File: src/rtl/async_fifo_if.sv
// FIFO handshake bundle: write side (winc/wdata/full) and read side (rinc/rdata/empty).
// ASYNC_FIFO_ERR_FLAGS_EN adds sticky overflow/underflow outputs.
interface async_fifo_if #(
  parameter int DATA_WIDTH = 4
);
  logic                  winc;
  logic [DATA_WIDTH-1:0] wdata;
  logic                  rinc;
  logic [DATA_WIDTH-1:0] rdata;
  logic                  full;
  logic                  empty;
`ifdef ASYNC_FIFO_ERR_FLAGS_EN
  logic                  overflow;
  logic                  underflow;

  modport master (output winc, wdata, rinc, input rdata, full, empty, overflow, underflow);
  modport slave  (input winc, wdata, rinc, output rdata, full, empty, overflow, underflow);
`else
  modport master (output winc, wdata, rinc, input rdata, full, empty);
  modport slave  (input winc, wdata, rinc, output rdata, full, empty);
`endif
endinterface

File: src/rtl/async_fifo.sv
// Gray-pointer FIFO with 2-flop pointer synchronizers, single clock wclk; write-to-readable 3 edges, rdata registered.
// winc ignored while full, rinc ignored while empty; ASYNC_FIFO_ERR_FLAGS_EN adds sticky overflow/underflow flags.
module async_fifo #(
  parameter int DATA_WIDTH = 4,
  parameter int ADDR_WIDTH = 3
) (
  input  logic          wclk,
  input  logic          wreset,
  async_fifo_if.slave   bus
);
  localparam int DEPTH = 1 << ADDR_WIDTH;
  localparam logic [ADDR_WIDTH:0] FULL_MASK = {2'b11, {(ADDR_WIDTH-1){1'b0}}};

  logic [DATA_WIDTH-1:0] mem [DEPTH];
  logic [DATA_WIDTH-1:0] rdata_q;

  logic [ADDR_WIDTH:0] wbin, rbin, wgray, rgray;
  logic [ADDR_WIDTH:0] wbin_nxt, rbin_nxt, wgray_nxt, rgray_nxt;
  logic [ADDR_WIDTH:0] rq1_wgray, rq2_wgray, wq1_rgray, wq2_rgray;
  logic                full, empty, wr_en, rd_en;

  assign empty = (rgray == rq2_wgray);
  // full: write pointer has lapped the synchronized read pointer by exactly one depth
  assign full  = (wgray == (wq2_rgray ^ FULL_MASK));
  assign wr_en = bus.winc & ~full;
  assign rd_en = bus.rinc & ~empty;

  assign bus.full  = full;
  assign bus.empty = empty;
  assign bus.rdata = rdata_q;

  always_comb begin
    wbin_nxt  = wbin + {{ADDR_WIDTH{1'b0}}, wr_en};
    rbin_nxt  = rbin + {{ADDR_WIDTH{1'b0}}, rd_en};
    wgray_nxt = wbin_nxt ^ (wbin_nxt >> 1);
    rgray_nxt = rbin_nxt ^ (rbin_nxt >> 1);
  end

  always_ff @(posedge wclk) begin
    if (wreset) begin
      wbin      <= '0;
      rbin      <= '0;
      wgray     <= '0;
      rgray     <= '0;
      rq1_wgray <= '0;
      rq2_wgray <= '0;
      wq1_rgray <= '0;
      wq2_rgray <= '0;
      rdata_q   <= '0;
    end else begin
      wbin      <= wbin_nxt;
      rbin      <= rbin_nxt;
      wgray     <= wgray_nxt;
      rgray     <= rgray_nxt;
      rq1_wgray <= wgray;
      rq2_wgray <= rq1_wgray;
      wq1_rgray <= rgray;
      wq2_rgray <= wq1_rgray;
      if (rd_en) rdata_q <= mem[rbin[ADDR_WIDTH-1:0]];
    end
  end

  // Storage is never cleared; reset only discards it by zeroing the pointers.
  always_ff @(posedge wclk) begin
    if (wr_en && !wreset) mem[wbin[ADDR_WIDTH-1:0]] <= bus.wdata;
  end

`ifdef ASYNC_FIFO_ERR_FLAGS_EN
  logic overflow_q, underflow_q;

  always_ff @(posedge wclk) begin
    if (wreset) begin
      overflow_q  <= 1'b0;
      underflow_q <= 1'b0;
    end else begin
      if (bus.winc && full)  overflow_q  <= 1'b1;
      if (bus.rinc && empty) underflow_q <= 1'b1;
    end
  end

  assign bus.overflow  = overflow_q;
  assign bus.underflow = underflow_q;
`endif
endmodule

File: src/flat_wrapper.sv
// flat-port wrapper written by rule: the top's interface ports become plain ports
module async_fifo_flat 
#(
  parameter int DATA_WIDTH = 4,
  parameter int ADDR_WIDTH = 3
)
  (wclk, wreset, bus_winc, bus_wdata, bus_rinc, bus_rdata, bus_full, bus_empty);
  async_fifo_if #(.DATA_WIDTH(DATA_WIDTH)) bus_i ();
  input  logic wclk;
  input  logic wreset;
  input wire logic [$bits(bus_i.winc)-1:0] bus_winc;
  input wire logic [$bits(bus_i.wdata)-1:0] bus_wdata;
  input wire logic [$bits(bus_i.rinc)-1:0] bus_rinc;
  output wire logic [$bits(bus_i.rdata)-1:0] bus_rdata;
  output wire logic [$bits(bus_i.full)-1:0] bus_full;
  output wire logic [$bits(bus_i.empty)-1:0] bus_empty;
  assign bus_i.winc = bus_winc;
  assign bus_i.wdata = bus_wdata;
  assign bus_i.rinc = bus_rinc;
  assign bus_rdata = bus_i.rdata;
  assign bus_full = bus_i.full;
  assign bus_empty = bus_i.empty;
  async_fifo #(.DATA_WIDTH(DATA_WIDTH), .ADDR_WIDTH(ADDR_WIDTH)) u_core (.wclk(wclk), .wreset(wreset), .bus(bus_i));
endmodule
File: config.mk
export PLATFORM = sky130hd
export DESIGN_NAME = async_fifo_flat
export DESIGN_NICKNAME = d
export VERILOG_FILES = /design/src/rtl/async_fifo_if.sv /design/src/rtl/async_fifo.sv /design/src/flat_wrapper.sv
export SDC_FILE = /design/constraint.sdc
export NUM_CORES = 1
export LEC_CHECK = 0
export CAP_MARGIN = 20
export CORE_UTILIZATION = 40
export DETAILED_ROUTE_END_ITERATION = 16
export GPL_ROUTABILITY_DRIVEN = 0
export PLACE_DENSITY = 0.6
export SYNTH_ARGS = -nofsm -noshare
export SYNTH_HDL_FRONTEND = slang
export SYNTH_SLANG_ARGS = --single-unit
export TNS_END_PERCENT = 5
File: constraint.sdc
create_clock -name wclk -period 4.9 [get_ports wclk]
set_input_delay 0.98 -clock wclk [delete_from_list [all_inputs] [get_ports wclk]]
set_output_delay 0.98 -clock wclk [all_outputs]
set_load 0.1 [all_outputs]
==> out/results.ini <==
[drt]
number_of_vias_per_cell = 4.96
drt_wl_total_um = 4110
first_pass_iters = 4
drc_viols = 0
vias = 1335
first_iter_violations = 32
postRouteAntennaNets = 0
wire_per_inst_um = 15.3

[final_layout]
stdcell_area_um2 = 2890
antenna_cells = 0
fillCellCount = 532
area.growth.synth_to_final_pct = 16.7
layout.core_utilization_pct = 48.5
final_layout_size_suffix_gt1_share_pct = 13.9
design.final.nets = 201

[placed_design]
detailedPlace.worstSlack_ns = 1.96
post-dp-hpwl_um = 2780
placed_area_um2 = 2670
placement.io_buffers = 13

[clock_tree]
clock_tree.buffer_depth = 2
number_of_gates_resized_after_cts = 0
clock_tree.htree_level_count = 3
tritoncts = yes
clk-insertion-delay-late_ns = 0.34
numCtsBuffers = 9
clock_root_buffer = sky130_fd_sc_hd__clkbuf_8
clkSlewWorstSetupHoldPaths_ns = 0.07
cts_post_setup_buffers_inserted = 0
cts.sinks = 66
cts.hold.buffers_added = 0

[timing]
slew_viol_final = 0
setup_tns_ns = 0
layout_setup_ws_ns = 1.61
max_slew.worst_pin.slew_ns = 0.963
min_period_over_period_pct = 67.2
timing.hold.ws_ns = 0.444
min_cycle_time_layout_ns = 3.29
final.setup_skew_ns = 0.00684
clock.fmax_mhz = 304
rsz0062_at_grt = false
timing.slew.headroom_pct = 35.6
final-setup-viol-count = 0
report.final.hold_viol_count = 0

[die]
die_area_um2 = 6510
fp.dieH_um = 80.7
number_of_top_level_pins = 14
initial_core_utilization_pct = 41.6
fp.dieW_um = 80.7
core_footprint_um2 = 5960
placementRows = 28

[grt]
global_route.usage.total_pct = 14.8
maximum_number_of_pins_on_one_net_before_global_route_repair = 37
grt_first_pass_wirelength_um = 6870
vias_in_the_first_global_route = 1361
global_route.overflow_total = 0
grt_antenna_before_repair = 0

[critical_path]
critPathMaxFanout = 6
startpoint_of_the_worst_slack_reg_to_reg_timing_path = u_core.rgray[3]
timing.critical_path.from_type = flop
worst_setup_path_end_kind = primary output
critPathLaunch = u_core.rgray[3]
critPathKind = flop to primary output
arrival_worst_endpoint_ns = 2.31
worst_ep_required_time_ns = 3.92

[power]
power-per-cell-area_nw_per_um2 = 431
irDropWorstVdd_v = 0.000227
p_leak_nw = 1.00
sw_frac_of_total_pct = 24.8
power_frac_clock_pct = 38.8
cell_internal_pwr_uw = 936
netSwitchingPower_uw = 308
comb_power_share_pct = 11.9
power_frac_seq_pct = 49.3

[logic_synthesis]
synthesis.instances = 172
post_synth_instance_area_um2 = 2470
synth_area_per_cell_um2 = 14.4
mappedNetlistNets = 184
yosys_register_bits = 66
yosysWarnings = 0
yosysSeqAreaShare_pct = 66.3
distinct_cell_type_count_after_synthesis = 27

[min_path]
holdCritStartpoint = u_core.rq1_wgray[1]
min-delay-path-class = flop to flop

[job]
maxCapViolations = 0

[run_status]
status = complete, no violations

## cell usage in the layout, fill, tap and decap left out, types with 4 or more instances in the layout
cell | Yosys | routed
sky130_fd_sc_hd__dfxtp_1 | 34 | 34
sky130_fd_sc_hd__edfxtp_1 | 32 | 32
sky130_fd_sc_hd__nor2b_1 | 22 | 22
sky130_fd_sc_hd__clkdlybuf4s50_1 | 0 | 13
sky130_fd_sc_hd__nor2_1 | 12 | 12
sky130_fd_sc_hd__xnor2_1 | 10 | 10
sky130_fd_sc_hd__clkbuf_8 | 0 | 10
sky130_fd_sc_hd__xor2_1 | 8 | 8
sky130_fd_sc_hd__mux4_2 | 8 | 8
sky130_fd_sc_hd__a21oi_1 | 6 | 6
sky130_fd_sc_hd__mux2i_1 | 4 | 4
sky130_fd_sc_hd__a211oi_1 | 4 | 4
sky130_fd_sc_hd__ha_1 | 4 | 4
## area by class of cell
class | count | area (µm²) | share of cell area [%]
Clock inverter | 4 | 46.3 | 1.60
Timing Repair Buffer | 14 | 138 | 4.77
Tap cell | 75 | 93.8 | 3.25
Sequential cell | 66 | 1640 | 56.8
Inverter | 1 | 3.75 | 0.130
Multi-Input combinational cell | 97 | 795 | 27.5
Clock buffer | 12 | 170 | 5.89
## through the flow
step / cells / total power [mW]
floorplan: 172 / 0.737
global placement: 253 / 0.772
detailed placement: 253 / 0.774
CTS: 269 / 1.25
global route: 269 / 1.29
finish: 269 / 1.24
## cells in the mapped netlist (all sizes together)
cell    number  share of area (%)
and2         1               0.25
dfxtp       34                 28
o41a         1               0.45
xnor2       10                3.5
nand3b       1               0.30
ha           4                2.0
edfxtp      32                 39
or3b         1               0.35
xor2         8                2.8
nand2b       2               0.51
a21oi        6                1.2
nor2        12                1.8
nor4         1               0.25
nor2b       22                5.6
mux4         8                7.3
buf          2               0.51
and3         2               0.51
mux2i        4                1.6
a211oi       4                1.2
clkbuf       6               0.91
nand3        2               0.40
nand2        3               0.45
nor3         4                1.0
inv          1               0.15
nand4        1               0.51
## registers in the layout, indices dropped and copies added (netlist names)
register and count:
u_core.wq1_rgray 4, u_core.mem 32, u_core.wq2_rgray 4, u_core.rq1_wgray 4, u_core.wbin 3, u_core.rgray 4
u_core.rbin 3, u_core.wgray 4, u_core.rq2_wgray 4, u_core.bus.rdata 4
## final timing paths
path	endpoint	slack, ns	depth (start not counted)
worst min-delay path	u_core.rq2_wgray[1]	0.44	1
worst min register to register	u_core.rq2_wgray[1]	0.44	1
worst max register to register	u_core.rgray[2]	2.85	8
worst max-delay path	bus_empty	1.61	4
## worst max-delay path, stage by stage, from the launching register on
cell	delay (ns)
sky130_fd_sc_hd__dfxtp_1	0.42
sky130_fd_sc_hd__xnor2_1	0.16
sky130_fd_sc_hd__nand4_2	0.19
sky130_fd_sc_hd__inv_1	0.09
sky130_fd_sc_hd__clkdlybuf4s50_1	1.12
## power by group through the flow
stage,logic (mW),clock network [mW],registers [mW]
global placement,0.147,0,0.626
floorplan,0.0858,0,0.651
finish,0.148,0.483,0.613
CTS,0.149,0.490,0.614
detailed placement,0.148,0,0.626
global route,0.159,0.516,0.616
## routing by layer
layer / up-vias / part of all wire (%) / global-route usage, %
li1: 646 / - / -
met1: 658 / 51 / 20.1
met2: 20 / 43 / 20.8
met3: 11 / 3.3 / 4.66
met4: 0 / 2.5 / 8.39
met5: - / 0 / 0
## cells by family after synthesis
kind of cell | synth area share [%]
DFF | 66.3
and+or+nand+nor | 11.9
muxes | 8.90
buffers and inverters | 1.57
adders and majority gates | 2.02
AOI/OAI and AO/OA | 2.88
xor gates and xnor gates | 6.37
(Power assumes the default switching activity.)
